## config.mk

```make
export PLATFORM = sky130hd
export DESIGN_NAME = vm1_bus_arbiter_flat
export DESIGN_NICKNAME = d
export VERILOG_FILES = /design/src/rtl/vm1_bus_arbiter_if.sv /design/src/rtl/vm1_bus_arbiter.sv /design/src/flat_wrapper.sv
export SDC_FILE = /design/constraint.sdc
export NUM_CORES = 1
export LEC_CHECK = 0
export CAP_MARGIN = 20
export CORE_MARGIN = 1
export CORE_UTILIZATION = 50
export DETAILED_ROUTE_END_ITERATION = 7
export PLACE_DENSITY = 0.75
export SLEW_MARGIN = 20
export SYNTH_ARGS = -nofsm -noshare
export SYNTH_HDL_FRONTEND = slang
export SYNTH_SLANG_ARGS = --single-unit
```

## constraint.sdc

```tcl
create_clock -name clk -period 3.63 [get_ports clk]
set_input_delay 0.5445 -clock clk [delete_from_list [all_inputs] [get_ports clk]]
set_output_delay 0.5445 -clock clk [all_outputs]
set_load 0.02 [all_outputs]
```

## src/rtl/vm1_bus_arbiter_if.sv

```systemverilog
// Bus-side and control-unit-side signal bundle of the vm1 bus arbiter.
// The arbiter takes the master view; a bus model or bench takes the slave view.
interface vm1_bus_arbiter_if;
  logic dati;
  logic dato;
  logic b;
  logic done;
  logic error;
  logic SYNC;
  logic DIN;
  logic DOUT;
  logic WTBT;
  logic BSY;
  logic RPLY;
  logic DMR;
  logic DMGO;
  logic SACK;
  logic dma_active;

  modport master (
    input  dati, dato, b, RPLY, DMR, SACK,
    output done, error, SYNC, DIN, DOUT, WTBT, BSY, DMGO, dma_active
  );

  modport slave (
    output dati, dato, b, RPLY, DMR, SACK,
    input  done, error, SYNC, DIN, DOUT, WTBT, BSY, DMGO, dma_active
  );
endinterface

```

## src/rtl/vm1_bus_arbiter.sv

```systemverilog
// Registered Q-bus cycle sequencer with bus timeout and DMR/DMGO/SACK DMA arbitration.
// All outputs come straight from flops; inputs are only sampled on ce edges.
module vm1_bus_arbiter #(
  parameter int BUS_TIMEOUT = 63,
  parameter int TW          = 6
) (
  input  logic               clk,
  input  logic               reset_n,
  input  logic               ce,
  vm1_bus_arbiter_if.master  bus
);

  typedef enum logic [2:0] {
    ST_IDLE  = 3'd0,
    ST_CYC   = 3'd1,
    ST_REL   = 3'd2,
    ST_TERR  = 3'd3,
    ST_GRANT = 3'd4,
    ST_DMA   = 3'd5
  } state_t;

  localparam logic [TW-1:0] CNT_LOAD = TW'(BUS_TIMEOUT);
  localparam logic [TW-1:0] CNT_ZERO = {TW{1'b0}};
  localparam logic [TW-1:0] CNT_ONE  = {{(TW-1){1'b0}}, 1'b1};

  state_t        state_r, state_s;
  logic [TW-1:0] cnt_r, cnt_s;
  logic          sync_r, sync_s;
  logic          din_r, din_s;
  logic          dout_r, dout_s;
  logic          wtbt_r, wtbt_s;
  logic          bsy_r, bsy_s;
  logic          dmgo_r, dmgo_s;
  logic          done_r, done_s;
  logic          error_r, error_s;
  logic          dma_active_r, dma_active_s;

  // State, counter and output registers; frozen while ce is low
  always_ff @(posedge clk or negedge reset_n) begin
    if (!reset_n) begin
      state_r      <= ST_IDLE;
      cnt_r        <= CNT_LOAD;
      sync_r       <= 1'b0;
      din_r        <= 1'b0;
      dout_r       <= 1'b0;
      wtbt_r       <= 1'b0;
      bsy_r        <= 1'b0;
      dmgo_r       <= 1'b0;
      done_r       <= 1'b0;
      error_r      <= 1'b0;
      dma_active_r <= 1'b0;
    end else if (ce) begin
      state_r      <= state_s;
      cnt_r        <= cnt_s;
      sync_r       <= sync_s;
      din_r        <= din_s;
      dout_r       <= dout_s;
      wtbt_r       <= wtbt_s;
      bsy_r        <= bsy_s;
      dmgo_r       <= dmgo_s;
      done_r       <= done_s;
      error_r      <= error_s;
      dma_active_r <= dma_active_s;
    end else begin
      state_r      <= state_r;
      cnt_r        <= cnt_r;
      sync_r       <= sync_r;
      din_r        <= din_r;
      dout_r       <= dout_r;
      wtbt_r       <= wtbt_r;
      bsy_r        <= bsy_r;
      dmgo_r       <= dmgo_r;
      done_r       <= done_r;
      error_r      <= error_r;
      dma_active_r <= dma_active_r;
    end
  end

  // Next-state and next-output decode
  always_comb begin
    state_s      = state_r;
    cnt_s        = cnt_r;
    sync_s       = sync_r;
    din_s        = din_r;
    dout_s       = dout_r;
    wtbt_s       = wtbt_r;
    bsy_s        = bsy_r;
    dmgo_s       = dmgo_r;
    dma_active_s = dma_active_r;
    done_s       = 1'b0;
    error_s      = 1'b0;

    case (state_r)
      ST_IDLE: begin
        // DMA request outranks a CPU request arriving in the same cycle
        if (bus.DMR) begin
          state_s = ST_GRANT;
          dmgo_s  = 1'b1;
          cnt_s   = CNT_LOAD;
        end else if ((bus.dati || bus.dato) && !bus.RPLY) begin
          state_s = ST_CYC;
          cnt_s   = CNT_LOAD;
          sync_s  = 1'b1;
          bsy_s   = 1'b1;
          din_s   = bus.dati;
          dout_s  = bus.dato & ~bus.dati;
          wtbt_s  = bus.b;
        end else begin
          state_s = ST_IDLE;
        end
      end

      ST_CYC: begin
        if (bus.RPLY) begin
          state_s = ST_REL;
          sync_s  = 1'b0;
          din_s   = 1'b0;
          dout_s  = 1'b0;
          bsy_s   = 1'b0;
          wtbt_s  = 1'b0;
          done_s  = 1'b1;
        end else if (cnt_r == CNT_ZERO) begin
          state_s = ST_TERR;
          sync_s  = 1'b0;
          din_s   = 1'b0;
          dout_s  = 1'b0;
          bsy_s   = 1'b0;
          wtbt_s  = 1'b0;
          error_s = 1'b1;
        end else begin
          cnt_s = cnt_r - CNT_ONE;
        end
      end

      ST_REL: begin
        if (!bus.RPLY) begin
          state_s = ST_IDLE;
        end else begin
          state_s = ST_REL;
        end
      end

      ST_TERR: begin
        state_s = ST_IDLE;
      end

      ST_GRANT: begin
        if (bus.SACK) begin
          state_s      = ST_DMA;
          dmgo_s       = 1'b0;
          dma_active_s = 1'b1;
        end else if (!bus.DMR) begin
          state_s = ST_IDLE;
          dmgo_s  = 1'b0;
        end else if (cnt_r == CNT_ZERO) begin
          state_s = ST_IDLE;
          dmgo_s  = 1'b0;
        end else begin
          cnt_s = cnt_r - CNT_ONE;
        end
      end

      ST_DMA: begin
        sync_s = 1'b0;
        din_s  = 1'b0;
        dout_s = 1'b0;
        bsy_s  = 1'b0;
        wtbt_s = 1'b0;
        if (!bus.SACK) begin
          state_s      = ST_IDLE;
          dma_active_s = 1'b0;
        end else begin
          state_s = ST_DMA;
        end
      end

      default: begin
        state_s      = ST_IDLE;
        cnt_s        = CNT_LOAD;
        sync_s       = 1'b0;
        din_s        = 1'b0;
        dout_s       = 1'b0;
        wtbt_s       = 1'b0;
        bsy_s        = 1'b0;
        dmgo_s       = 1'b0;
        dma_active_s = 1'b0;
      end
    endcase
  end

  assign bus.SYNC       = sync_r;
  assign bus.DIN        = din_r;
  assign bus.DOUT       = dout_r;
  assign bus.WTBT       = wtbt_r;
  assign bus.BSY        = bsy_r;
  assign bus.DMGO       = dmgo_r;
  assign bus.done       = done_r;
  assign bus.error      = error_r;
  assign bus.dma_active = dma_active_r;

endmodule
```

## src/flat_wrapper.sv

```systemverilog
// flat-port wrapper written by rule: the top's interface ports become plain ports
module vm1_bus_arbiter_flat 
#(
  parameter int BUS_TIMEOUT = 63,
  parameter int TW          = 6
)
  (clk, reset_n, ce, bus_dati, bus_dato, bus_b, bus_RPLY, bus_DMR, bus_SACK, bus_done, bus_error, bus_SYNC, bus_DIN, bus_DOUT, bus_WTBT, bus_BSY, bus_DMGO, bus_dma_active);
  vm1_bus_arbiter_if bus_i ();
  input  logic clk;
  input  logic reset_n;
  input  logic ce;
  input wire logic [$bits(bus_i.dati)-1:0] bus_dati;
  input wire logic [$bits(bus_i.dato)-1:0] bus_dato;
  input wire logic [$bits(bus_i.b)-1:0] bus_b;
  input wire logic [$bits(bus_i.RPLY)-1:0] bus_RPLY;
  input wire logic [$bits(bus_i.DMR)-1:0] bus_DMR;
  input wire logic [$bits(bus_i.SACK)-1:0] bus_SACK;
  output wire logic [$bits(bus_i.done)-1:0] bus_done;
  output wire logic [$bits(bus_i.error)-1:0] bus_error;
  output wire logic [$bits(bus_i.SYNC)-1:0] bus_SYNC;
  output wire logic [$bits(bus_i.DIN)-1:0] bus_DIN;
  output wire logic [$bits(bus_i.DOUT)-1:0] bus_DOUT;
  output wire logic [$bits(bus_i.WTBT)-1:0] bus_WTBT;
  output wire logic [$bits(bus_i.BSY)-1:0] bus_BSY;
  output wire logic [$bits(bus_i.DMGO)-1:0] bus_DMGO;
  output wire logic [$bits(bus_i.dma_active)-1:0] bus_dma_active;
  assign bus_i.dati = bus_dati;
  assign bus_i.dato = bus_dato;
  assign bus_i.b = bus_b;
  assign bus_i.RPLY = bus_RPLY;
  assign bus_i.DMR = bus_DMR;
  assign bus_i.SACK = bus_SACK;
  assign bus_done = bus_i.done;
  assign bus_error = bus_i.error;
  assign bus_SYNC = bus_i.SYNC;
  assign bus_DIN = bus_i.DIN;
  assign bus_DOUT = bus_i.DOUT;
  assign bus_WTBT = bus_i.WTBT;
  assign bus_BSY = bus_i.BSY;
  assign bus_DMGO = bus_i.DMGO;
  assign bus_dma_active = bus_i.dma_active;
  vm1_bus_arbiter #(.BUS_TIMEOUT(BUS_TIMEOUT), .TW(TW)) u_core (.clk(clk), .reset_n(reset_n), .ce(ce), .bus(bus_i));
endmodule
```

# Yosys cells after proc, flatten, opt, wreduce, memory -nomap -nowiden
# Index checks and enable logic that the tools add are counted.
dict set report totals {
  inputBits 9
  reg_bits 17
  elab_cells 90
}
dict set report op_classes {
  mux 43
  n_eq_ne 16
  reduce_logical 14
  n_addsub 1
  n_bitwise 6
}
# op n
set ops {}
lappend ops {{$mux 6} 6}
lappend ops {{$pmux 6 s4} 1}
lappend ops {{$mux 1} 21}
lappend ops {{$mux 3} 7}
lappend ops {{$pmux 1 s3} 6}
lappend ops {{$pmux 3 s5} 1}
lappend ops {{$ne 2x2->1 const B} 7}
lappend ops {{$reduce_and 4->1} 2}
lappend ops {{$reduce_or 4->1} 2}
lappend ops {{$eq 3x2->1 const B} 2}
lappend ops {{$eq 3x3->1 const B} 2}
lappend ops {{$logic_not 6->1} 1}
lappend ops {{$ne 3x2->1 const B} 2}
lappend ops {{$reduce_and 6->1} 1}
lappend ops {{$reduce_or 3->1} 2}
lappend ops {{$sub 6x1->6 const B} 1}
lappend ops {{$not 1->1} 5}
lappend ops {{$reduce_and 5->1} 1}
lappend ops {{$ne 4x3->1 const B} 1}
lappend ops {{$eq 3x1->1 const B} 1}
lappend ops {{$logic_not 3->1} 1}
lappend ops {{$reduce_and 3->1} 1}
lappend ops {{$mux 2} 1}
lappend ops {{$ne 2x1->1 const B} 1}
lappend ops {{other kinds (4)} 4}

# Logic depth before layout (Yosys ltp)
dict set report depth {
  word_depth 5
  depth_mapped 7
  mapped_depth_nobuf 7
}

# Worst setup path after synthesis
# Ideal clock, no wire load.
dict set report synth_path {
  kind {flip-flop to flip-flop}
  startpoint {register u_core.cnt_r[3]}
  endpoint {register u_core.sync_r (netlist: u_core.bus.SYNC)}
  setup_time_ns 0.128
  slack_ns 1.988
  path_buffers 0
  path_stages_with_launch 6
  arrival_time_ns 1.515
  path_cell_list {dfstp_2 -> or3_4 -> or2_4 -> nand2_4 -> nand3_4 -> mux2_1}
}
dict set report synth_via {
  elab_chain_len 3
}
# element line
set synth_lines {}
lappend synth_lines {{from (decl)} vm1_bus_arbiter.sv:27} ;# logic [TW-1:0] cnt_r, cnt_s;
lappend synth_lines {{from (signal assigned)} vm1_bus_arbiter.sv:54} ;# cnt_r <= cnt_s;
lappend synth_lines {{from (signal assigned)} vm1_bus_arbiter.sv:66} ;# cnt_r <= cnt_r;
lappend synth_lines {{$logic_not 6->1} vm1_bus_arbiter.sv:122} ;# end else if (cnt_r == CNT_ZERO) begin
lappend synth_lines {{$ne 3x2->1 (no line)} n/a}
lappend synth_lines {{$reduce_and 5->1 (no line)} n/a}
lappend synth_lines {{to (signal assigned)} vm1_bus_arbiter.sv:55} ;# sync_r <= sync_s;
lappend synth_lines {{to (signal assigned)} vm1_bus_arbiter.sv:67} ;# sync_r <= sync_r;
lappend synth_lines {{to (decl)} vm1_bus_arbiter.sv:28} ;# logic sync_r, sync_s;
# Every way passes these cells.
# A chain may end at the register's enable or synchronous reset.

# Final worst setup path
dict set report layout_path {
  startpoint {input port bus_RPLY}
  endpoint {register u_core.cnt_r[4]}
}
dict set report layout_via {
  elab_chain_len 4
  word_cells_on_any_way 5
  cone_classes {2 x eq/ne; 3 x reduce/logical}
}
# element line
set layout_lines {}
lappend layout_lines {{from (decl)} flat_wrapper.sv:15} ;# input wire logic [$bits(bus_i.RPLY)-1:0] bus_RPLY;
lappend layout_lines {{$logic_not 1->1} vm1_bus_arbiter.sv:100} ;# end else if ((bus.dati || bus.dato) && !bus.RPLY) begin
lappend layout_lines {{$logic_and 1x1->1} vm1_bus_arbiter.sv:100}
lappend layout_lines {{$ne 3x2->1 (no line)} n/a}
lappend layout_lines {{$reduce_and 6->1 (no line) *} n/a}
# Mark *: on every way between the ends. The rest lies on a longest branch, timed or not.

==> impl_metrics.csv <==
group,metric,value,unit
worst_setup_path,worstPathCellList,"clkdlybuf4s50_1 -> o31ai_1 -> o21ai_0 -> o22ai_1 -> a31oi_1",
clocking,clkLatencyLatePin,0.29,ns
worst_setup_path,cp.required,3.83,ns
power,clkPwrFrac,11.0,%
logic_synthesis,synth_nets,132,
global_routing,antenna_found_initial,0,
timing,slew_viol_final,0,
worst_setup_path,worstPathArrival,2.36,ns
worst_setup_path,path_class,"input pin to register",
detailed_routing,routed_via_density,5.99,
worst_setup_path,critPathTopFamily,"compound AO/OA/AOI/OAI gates",
status,outcome,"complete, no violations",
floorplanning,die_h,49.0,microns
finish,final_nets,147,
power,power.density,724,nW/um^2
logic_synthesis,syn_inst,121,
logic_synthesis,yosys-top-cells-area,"dfrtp_1 (25%), dfstp_2 (14%), a31oi_1 (5.7%), o21ai_0 (4.1%), nand2_1 (3.4%)",
logic_synthesis,async_reset_ff_share,100,%
timing,setup_tns,0,ns
placed_design,place_area,1270,sq um
clocking,numClockSinks,17,
worst_setup_path,crit_fanout,6,
logic_synthesis,yosysTopAreaCellShare,24.9,%
finish,multi_input_area,612,sq um
logic_synthesis,yosys.cell_count.top_type,"dfrtp_1",
logic_synthesis,avgSynthCellArea,9.14,sq um
logic_synthesis,syn_area,1110,sq um
clocking,cts_resized,0,
detailed_routing,drt_iter0_drc,37,
timing,setup_viol,0,
finish,final_util,64.4,%
clocking,clk_pin_slew,0.10,ns
finish,drive_gt1_share,14.1,%
placed_design,place_inst,158,
finish,n_antenna_cell,0,
detailed_routing,drc,0,
logic_synthesis,synth_seq_area_share,39.1,%
detailed_routing,drtAntennaViolNets,0,
floorplanning,coreArea,2020,sq um
power,p_sw,0.427,mW
global_routing,grt_pass1_vias,892,
clocking,cts-root-buf,"clkbuf_4",
worst_setup_path,worstSetupStartpointType,"input pin",
finish,fin_cells,162,
logic_synthesis,synth-main-ff-cell,"dfrtp_1",
worst_setup_path,endpoint_kind,"register",
finish,stdcell_area,1300,sq um
logic_synthesis,yosysTopAreaCell,"dfrtp_1",
timing,period_needed,2.16,ns
clocking,cts_max_level,1,
global_routing,track_usage,23.0,%
timing,finalCritPeriodShare,59.4,%
worst_setup_path,slowest_stage,"clkdlybuf4s50_1",
timing,fmax,0.463,GHz
detailed_routing,first_pass_iters,4,
global_routing,grt_pass1_wl,4.27,mm
floorplanning,std_cell_rows,16,
power,switching_share,45.3,%
logic_synthesis,synth_edf_count,0,
floorplanning,initial_core_util,54.7,%
clocking,cts_made_buffers,3,
detailed_routing,finalWirelength,2.51,mm
power,power_frac_comb,51.0,%
timing,worst_pin_slew,0.763,ns
logic_synthesis,yosysWarnings,0,
detailed_routing,wl_per_cell,15.5,microns
finish,seqCellArea,433,sq um
worst_hold_path,min_path_type,"register to register",
placed_design,hpwl,1.86,mm
clocking,tritoncts,"yes",
floorplanning,die_w,49.0,microns
detailed_routing,vias,971,
floorplanning,die-area,2400,sq um
worst_setup_path,slowest_delay,0.55,ns
power,worst_ir_drop_vdd,0.000366,V
power,p_int,0.515,mW
clocking,hold_buffers,0,
timing,maxSlewHeadroom,48.9,%
timing,rsz0062_at_grt,"false",
power,finalPower,0.942,mW
placed_design,portBuffers,17,
clocking,post_cts_buffers,0,
clocking,cts_buffer_depth,2,
finish,synthToLayoutAreaGrowth,17.6,%
power,power_leakage,0.520,nW
timing,fin_worst_skew,0.00789,ns
job,drv_cap,0,
logic_synthesis,ys_types,42,
worst_setup_path,path_buf_inv,1,
logic_synthesis,ys_ff_latch,17,
finish,n_fill_cell,189,
timing,hold_viol,0,
placed_design,gp_congestion,0.860,
global_routing,grt_max_degree,23,
power,power.share.sequential,38.0,%
floorplanning,pin_count,18,
logic_synthesis,yosys-top-cells-count,"dfrtp_1 (11), a31oi_1 (10), nand2_1 (10)",
global_routing,grt_overflow,0,
==> logic make-up after synthesis <==
kind of cell,share of synthesized area [%]
compound gates,21.5
xor+xnor,0.792
fa+ha+maj,2.26
buf+inv,5.54
flops,39.1
mux,6.22
simple gates,24.5
==> worst min-delay path, stage by stage, from the launching register on <==
cell     delay (ns)
dfrtp_1        0.37
nand2_1        0.05
o21ai_0        0.06
==> per-layer routing <==
metal / global-route usage (%) / routed length (microns) / share of wire (%) / vias up
met4: 7.35 / 13 / 0.52 / 0
met1: 30.4 / 1180 / 47 / 482
met2: 38.9 / 1250 / 50 / 18
met5: 0 / 0 / 0 / -
li1: - / - / - / 469
met3: 3.12 / 73 / 2.9 / 2
==> final timing paths <==
| kind | end | slack (ns) | depth (start not counted) | start |
|---|---|---|---|---|
| min in group asynchronous | u_core.state_r[0] | 0.69 | 1 | reset_n |
| max in group asynchronous | u_core.bus.SYNC | 2.46 | 1 | reset_n |
| setup reg to reg | u_core.cnt_r[4] | 1.58 | 5 | u_core.state_r[1] |
| setup / recovery | u_core.cnt_r[4] | 1.47 | 5 | bus_RPLY |
| hold reg to reg | u_core.bus.DMGO | 0.50 | 2 | u_core.bus.DMGO |
| hold / removal | u_core.bus.DMGO | 0.50 | 2 | u_core.bus.DMGO |
==> cell usage in the layout (no fill, tap or decap), drive strengths merged, types with 3 or more instances in the layout <==
cell type / n
clkdlybuf4s50: 17
dfrtp: 11
nand2: 11
a31oi: 10
nor2: 9
o21ai: 9
inv: 7
dfstp: 6
nor3: 5
nor2b: 4
a21oi: 4
or3: 4
clkbuf: 4
mux2: 4
nand3: 3
==> registers in the layout, indices dropped and copies added (netlist names) <==
signal / cells
u_core.bus.WTBT: 1
u_core.state_r: 3
u_core.bus.DMGO: 1
u_core.bus.error: 1
u_core.bus.SYNC: 1
u_core.bus.DIN: 1
u_core.cnt_r: 6
u_core.bus.done: 1
u_core.bus.DOUT: 1
u_core.bus.dma_active: 1
==> power by group through the flow <==
| stage | logic, mW | registers, mW | clock network (mW) |
|---|---|---|---|
| 4_1_cts | 0.482 | 0.355 | 0.104 |
| 3_3_place_gp | 0.469 | 0.354 | 0 |
| 6_report | 0.480 | 0.358 | 0.104 |
| 5_1_grt | 0.528 | 0.371 | 0.112 |
| 3_5_place_dp | 0.480 | 0.359 | 0 |
| 2_1_floorplan | 0.381 | 0.319 | 0 |
==> metrics by stage <==
stage / setup slack, ns / hold WS [ns]
2_1_floorplan: 1.99 / 0.249
3_3_place_gp: 1.26 / 0.472
3_5_place_dp: 1.19 / 0.484
4_1_cts: 1.49 / 0.507
5_1_grt: 1.40 / 0.541
6_report: 1.47 / 0.502
==> final cells by class <==
class	instances	area share (%)
repair buffers	17	13.1
clock buffers	4	2.02
well taps	27	2.60
flip-flops and latches	17	33.3
inverters	7	2.02
multi-input cells	90	47.0
Note: power is estimated with default switching activity, not from simulation.
